<file path="src/rtl/adc_pkg.sv">
// Shared types for the ADC window decimator: result-mode encoding and output register states.
package adc_pkg;

  typedef enum logic [1:0] {
    MODE_MEAN = 2'b00,
    MODE_MAX  = 2'b01,
    MODE_MIN  = 2'b10,
    MODE_LAST = 2'b11
  } mode_t;

  typedef enum logic {
    OUT_EMPTY = 1'b0,
    OUT_FULL  = 1'b1
  } out_state_t;

endpackage

</file>
<file path="src/rtl/sample_window_acc.sv">
// Accumulates one window of 2**LOG2_N accepted samples and presents the reduced result
// combinationally in the same cycle as the completing sample, flagged by a one-cycle done.
module sample_window_acc
  import adc_pkg::*;
#(
  parameter int DATA_W = 8,
  parameter int LOG2_N = 7,
  parameter int ROUND  = 0
) (
  input  logic              clk20,
  input  logic              rst,
  input  logic [DATA_W-1:0] adc_data,
  input  logic              sample_en,
  input  logic              clear,
  input  mode_t             mode,
  output logic [DATA_W-1:0] result,
  output logic              done
);

  localparam int ACC_W = DATA_W + LOG2_N;
  localparam logic [LOG2_N-1:0] CNT_LAST = '1;
  localparam logic [ACC_W-1:0]  RND = (ROUND != 0) ? (ACC_W'(1) << (LOG2_N - 1)) : '0;

  logic [ACC_W-1:0]  acc;
  logic [LOG2_N-1:0] cnt;
  logic [DATA_W-1:0] max_q;
  logic [DATA_W-1:0] min_q;
  mode_t             mode_q;

  logic              accept;
  logic              first;
  logic [ACC_W-1:0]  sum_next;
  logic [ACC_W-1:0]  rounded;
  logic [DATA_W-1:0] max_next;
  logic [DATA_W-1:0] min_next;

  // The first sample of a window seeds max/min so stale extremes never leak across windows.
  always_comb begin
    accept   = sample_en && !clear;
    first    = (cnt == '0);
    sum_next = acc + ACC_W'(adc_data);
    rounded  = sum_next + RND;
    max_next = (first || (adc_data > max_q)) ? adc_data : max_q;
    min_next = (first || (adc_data < min_q)) ? adc_data : min_q;
    done     = accept && (cnt == CNT_LAST);
    result   = '0;
    case (mode_q)
      MODE_MEAN: result = rounded[ACC_W-1:LOG2_N];
      MODE_MAX:  result = max_next;
      MODE_MIN:  result = min_next;
      MODE_LAST: result = adc_data;
      default:   result = rounded[ACC_W-1:LOG2_N];
    endcase
  end

  always_ff @(posedge clk20 or posedge rst) begin
    if (rst) begin
      acc    <= '0;
      cnt    <= '0;
      max_q  <= '0;
      min_q  <= '1;
      mode_q <= MODE_MEAN;
    end else if (clear) begin
      acc   <= '0;
      cnt   <= '0;
      max_q <= '0;
      min_q <= '1;
    end else if (accept) begin
      if (first) begin
        mode_q <= mode;
      end
      if (cnt == CNT_LAST) begin
        acc   <= '0;
        cnt   <= '0;
        max_q <= '0;
        min_q <= '1;
      end else begin
        acc   <= sum_next;
        cnt   <= cnt + LOG2_N'(1);
        max_q <= max_next;
        min_q <= min_next;
      end
    end
  end

endmodule

</file>
<file path="src/rtl/adc_window_decimator.sv">
// ADC front end: drives the parallel ADC pins, decimates windows of samples and hands results
// to the frame builder through a one-deep valid/ready output register with drop accounting.
module adc_window_decimator
  import adc_pkg::*;
#(
  parameter int DATA_W = 8,
  parameter int LOG2_N = 7,
  parameter int ROUND  = 0
) (
  input  logic              clk20,
  input  logic              rst,
  input  logic [DATA_W-1:0] adc_data,
  input  logic              sample_en,
  input  logic              clear,
  input  logic [1:0]        mode,
  output logic [DATA_W-1:0] out_data,
  output logic              out_valid,
  input  logic              out_ready,
  output logic              overrun,
  output logic [15:0]       drop_count,
  output logic              adc_clkout,
  output logic              adc_tc,
  output logic              adc_ce
);

  out_state_t        state;
  out_state_t        next_state;
  logic              load;
  logic              drop;
  logic [DATA_W-1:0] acc_result;
  logic              acc_done;

  sample_window_acc #(
    .DATA_W(DATA_W),
    .LOG2_N(LOG2_N),
    .ROUND (ROUND)
  ) u_acc (
    .clk20    (clk20),
    .rst      (rst),
    .adc_data (adc_data),
    .sample_en(sample_en),
    .clear    (clear),
    .mode     (mode_t'(mode)),
    .result   (acc_result),
    .done     (acc_done)
  );

  // A completion while full only lands if the consumer takes the held result in the same cycle.
  always_comb begin
    next_state = state;
    load       = 1'b0;
    drop       = 1'b0;
    case (state)
      OUT_EMPTY: begin
        if (acc_done) begin
          load       = 1'b1;
          next_state = OUT_FULL;
        end
      end
      OUT_FULL: begin
        if (acc_done) begin
          if (out_ready) load = 1'b1;
          else           drop = 1'b1;
        end else if (out_ready) begin
          next_state = OUT_EMPTY;
        end
      end
      default: next_state = OUT_EMPTY;
    endcase
  end

  always_ff @(posedge clk20 or posedge rst) begin
    if (rst) begin
      state      <= OUT_EMPTY;
      out_data   <= '0;
      overrun    <= 1'b0;
      drop_count <= '0;
    end else begin
      state   <= next_state;
      overrun <= drop;
      if (load) begin
        out_data <= acc_result;
      end
      if (drop && (drop_count != 16'hFFFF)) begin
        drop_count <= drop_count + 16'd1;
      end
    end
  end

  assign out_valid  = (state == OUT_FULL);
  assign adc_clkout = clk20;
  assign adc_tc     = 1'b1;
  assign adc_ce     = 1'b0;

endmodule
</file>
<file path="config.mk">
export PLATFORM = sky130hd
export DESIGN_NAME = adc_window_decimator
export DESIGN_NICKNAME = d
export VERILOG_FILES = /design/src/rtl/adc_pkg.sv /design/src/rtl/sample_window_acc.sv /design/src/rtl/adc_window_decimator.sv
export SDC_FILE = /design/constraint.sdc
export NUM_CORES = 1
export LEC_CHECK = 0
export ABC_CLOCK_PERIOD_IN_PS = 7400
export BUFFER_PORTS_ARGS = -buffer_cell sky130_fd_sc_hd__buf_2
export CORE_ASPECT_RATIO = 0.75
export CORE_UTILIZATION = 35
export CTS_CLUSTER_DIAMETER = 60
export CTS_CLUSTER_SIZE = 28
export DETAILED_ROUTE_END_ITERATION = 16
export GPL_ROUTABILITY_DRIVEN = 0
export GPL_TIMING_DRIVEN = 0
export PLACE_DENSITY_LB_ADDON = 0.1
export SLEW_MARGIN = 20
export SYNTH_ARGS = -nofsm -noshare
export SYNTH_HDL_FRONTEND = slang
export SYNTH_SLANG_ARGS = --single-unit
export TNS_END_PERCENT = 30
</file>
<file path="constraint.sdc">
create_clock -name clk20 -period 7.4 [get_ports clk20]
set_clock_uncertainty 0.15 [all_clocks]
set_input_delay 1.11 -clock clk20 [delete_from_list [all_inputs] [get_ports clk20]]
set_output_delay 1.11 -clock clk20 [all_outputs]
set_load 0.05 [all_outputs]
</file>
==> flow_summary.rst <==
.. list-table::
   :header-rows: 1

   * - Metric
     - Value
   * - TritonRoute pass-1 iters
     - 4
   * - Number of antenna cells inserted
     - 0
   * - Run status
     - finished, final reports clean
   * - GR peak layer
     - met1
   * - R2R depth
     - 9
   * - Antenna violations before repair
     - 0
   * - Leak pwr
     - about 2.3 nW
   * - Number of nets in the final layout
     - approximately 530
   * - Sum of negative setup slack
     - 0 ns
   * - Worst hold path endpoint
     - drop_count[14]
   * - Initial core utilization
     - 0.368
   * - Start of the worst register-to-register path
     - u_acc.acc[0]
   * - Area growth from synthesis to final layout
     - 19.7%
   * - Iteration-0 DRC count of the detailed router
     - 229
   * - Routed wire per std cell
     - about 17 µm
   * - Via count of the first global-routing pass
     - 3381
   * - TritonCTS clock tree
     - done
   * - Largest driver fanout on the critical path
     - 2
   * - Number of vias after detailed routing
     - 3463
   * - Worst Max-Slew Pin Slew
     - between 1 and 1.5 ns
   * - Capture point of the worst reg-to-reg path
     - out_data[3]
   * - Final slew viol count
     - 0
   * - Average size of a mapped cell
     - 9.60 µm²
   * - Setup violations, final
     - 0
   * - Count of yosys warnings during synthesis
     - 0
   * - Share of the synthesized area in the top cell type
     - 0.352
   * - Die width
     - 127 µm
   * - Detailed Place HPWL
     - approximately 8000 µm
   * - Share of the yosys chip area belonging to registers
     - 0.403
   * - Total power after layout
     - about 1.2 mW
   * - Number of cells on the worst hold path
     - 1
   * - Type of the worst min-delay path
     - register to register
   * - CP startpoint
     - clk20
   * - Post-Syn Instances
     - approximately 430
   * - Count of flip-flops with a built-in enable after synthesis
     - 0
   * - Startpoint of the worst hold path
     - drop_count[14]
   * - Share of final-layout standard cells stronger than drive strength 1
     - 0.204
   * - Synthesized Nets
     - between 400 and 500
   * - Met3 global-route usage
     - 0.0506
   * - Number of distinct library cells after synthesis
     - 65
   * - Count of buffers from port buffering
     - 41
   * - Arr. time, crit path
     - about 4.3 ns
   * - Synth async-reset ratio
     - 1.00
   * - Max-capacitance violation count
     - 0
   * - Power per cell area
     - about 240 nW/µm²
   * - Met1 capacity usage during global routing
     - 0.287
   * - Standard-cell rows
     - 33
   * - Most numerous cell types in the synthesized netlist
     - 58 x dfrtp_1, 38 x o21ai_0, 26 x ha_1
   * - Dominant synthesized flop cell
     - dfrtp_1
   * - Library cell with the largest summed area after synthesis
     - dfrtp_1
   * - Fraction of met2 tracks used by global routing
     - 0.278
   * - Post-CTS setup-driven buffer insertion count
     - 0
   * - IR Drop Worst-Case VDD
     - about 0.17 mV
   * - Overall die height
     - around 96 µm
   * - Worst R2R Setup Slack
     - roughly 4.6 ns
   * - Post-Route Hold Slack
     - 0.331 ns
   * - CTS clock-pin slew for the worst setup and hold paths
     - around 0.060 ns
   * - Pin count of the biggest net entering global routing
     - 47
   * - Area of the core
     - ~11000 µm²
   * - Ranking of synthesized cells by area
     - dfrtp_1 35%, ha_1 7.9%, dfstp_2 5.1%
   * - Standard cell area after detailed placement
     - about 4600 µm²
   * - Pre-CTS WS
     - between 2 and 2.5 ns
   * - Design area
     - about 4900 µm²
   * - Most used standard cell by instance count after synthesis
     - dfrtp_1
   * - Tot GR Track Use
     - 0.196
   * - Ratio of routed vias to standard cells
     - around 5.4
   * - Worst skew pair latency
     - approximately 0.44 ns
   * - GRT overflow
     - 0
   * - Remaining DRCs
     - 0
   * - Global-route wire length before repair
     - around 18000 µm
   * - I/O pin count
     - 44
   * - Hold Vio Cnt, Final
     - 0
   * - Total wire length after detailed routing
     - 10800 µm
   * - Setup ws final
     - between 1.5 and 2 ns
   * - Register bit count reported by yosys
     - 66
   * - Startpoint type of the worst setup path
     - clock port
   * - Number of buffers inserted by hold repair at cts
     - 0
   * - Cell area after synthesis
     - between 4000 and 5000 µm²
   * - Slew headroom
     - 0.319
   * - RSZ-0062 raised after global routing
     - no
   * - Setup crit end kind
     - output pin
   * - Data required, critical path
     - between 6 and 7 ns
   * - Number of instances resized during post-cts repair
     - 0
   * - Worst Path Class, Setup
     - clock port to output pin
   * - Final ANT Viol Nets
     - 0
   * - Area of the die
     - around 12000 µm²
## area by class of cell
type,instances,area [µm²]
inverter,25,96.3
fill,1131,6260
clock inverter,5,52.6
timing repair buffer,41,228
multi-input combinational,321,2270
clock buffer,15,333
tap,157,196
buffer,17,92.6
sequential,66,1660
## placed cells by master, fill, tap and decap left out, types with 4 or more instances in the layout
cell type / Yosys / routed
ha_1: 26 / 26
xor2_1: 12 / 12
and3_1: 7 / 7
nor3b_1: 4 / 4
nand2_1: 25 / 25
nand3_2: 4 / 4
nand3_1: 10 / 10
o31a_1: 5 / 5
buf_4: 4 / 4
dfstp_2: 8 / 8
clkbuf_1: 10 / 10
nand4_1: 7 / 7
o21ai_0: 38 / 38
o21a_1: 4 / 4
a211oi_1: 5 / 5
xnor2_1: 10 / 10
nor3_1: 8 / 8
clkbuf_16: 0 / 12
dfrtp_1: 58 / 58
a21o_1: 6 / 6
nor4_1: 7 / 7
buf_2: 2 / 43
nor2b_1: 4 / 4
a21boi_0: 9 / 9
o32ai_1: 8 / 8
a22o_1: 10 / 10
o22a_1: 9 / 9
inv_1: 25 / 24
nor2_1: 25 / 25
a31oi_1: 6 / 6
a21oi_1: 25 / 25
## logic make-up after synthesis
group,share of synthesized area
DFF,0.403
xor gates and xnor gates,0.0507
other,0.00182
buffers and inverters,0.0453
and+or+nand+nor,0.162
adders and majority gates,0.0838
muxes,0.0106
AOI/OAI and AO/OA,0.242
## critical path: stages
cell and delay [ns]:
clkbuf_16 0.12, clkbuf_16 0.13, buf_4 0.11, buf_2 0.20
## how the worst max path moves through the flow
| stage | end | slack [ns] | cells after the start |
|---|---|---|---|
| 2_1_floorplan | adc_clkout | 2.27 | 1 |
| 3_3_place_gp | adc_clkout | 2.14 | 2 |
| 3_5_place_dp | adc_clkout | 2.14 | 2 |
| 4_1_cts | adc_clkout | 1.88 | 4 |
| 5_1_grt | adc_clkout | 1.87 | 4 |
| 6_report | adc_clkout | 1.88 | 4 |
## state kept, by name, summed over array words and instances (netlist names)
register and count:
drop_count 16, u_acc.acc 15, out_data 8, u_acc.max_q 8, u_acc.min_q 8, u_acc.cnt 7, u_acc.mode_q 2, out_valid 1
overrun 1
## power breakdown
group / total [mW] / switching [mW] / internal (mW)
registers: 0.395 / 0.0138 / 0.381
clock network: 0.548 / 0.192 / 0.356
logic: 0.219 / 0.146 / 0.0734
total: 1.16 / 0.351 / 0.811
## layer usage
metal	vias up	routed length, µm
met5	-	0
met4	0	108
met3	10	596
met2	72	4510
met1	1676	5560
li1	1705	-
## stage by stage
| step | utilization | cells |
|---|---|---|
| after floorplan | - | 429 |
| after global placement | 0.404 | 627 |
| after detailed placement | 0.407 | 628 |
| after CTS | 0.441 | 647 |
| after global routing | 0.441 | 647 |
| final | 0.441 | 647 |
(Power assumes the default switching activity.)
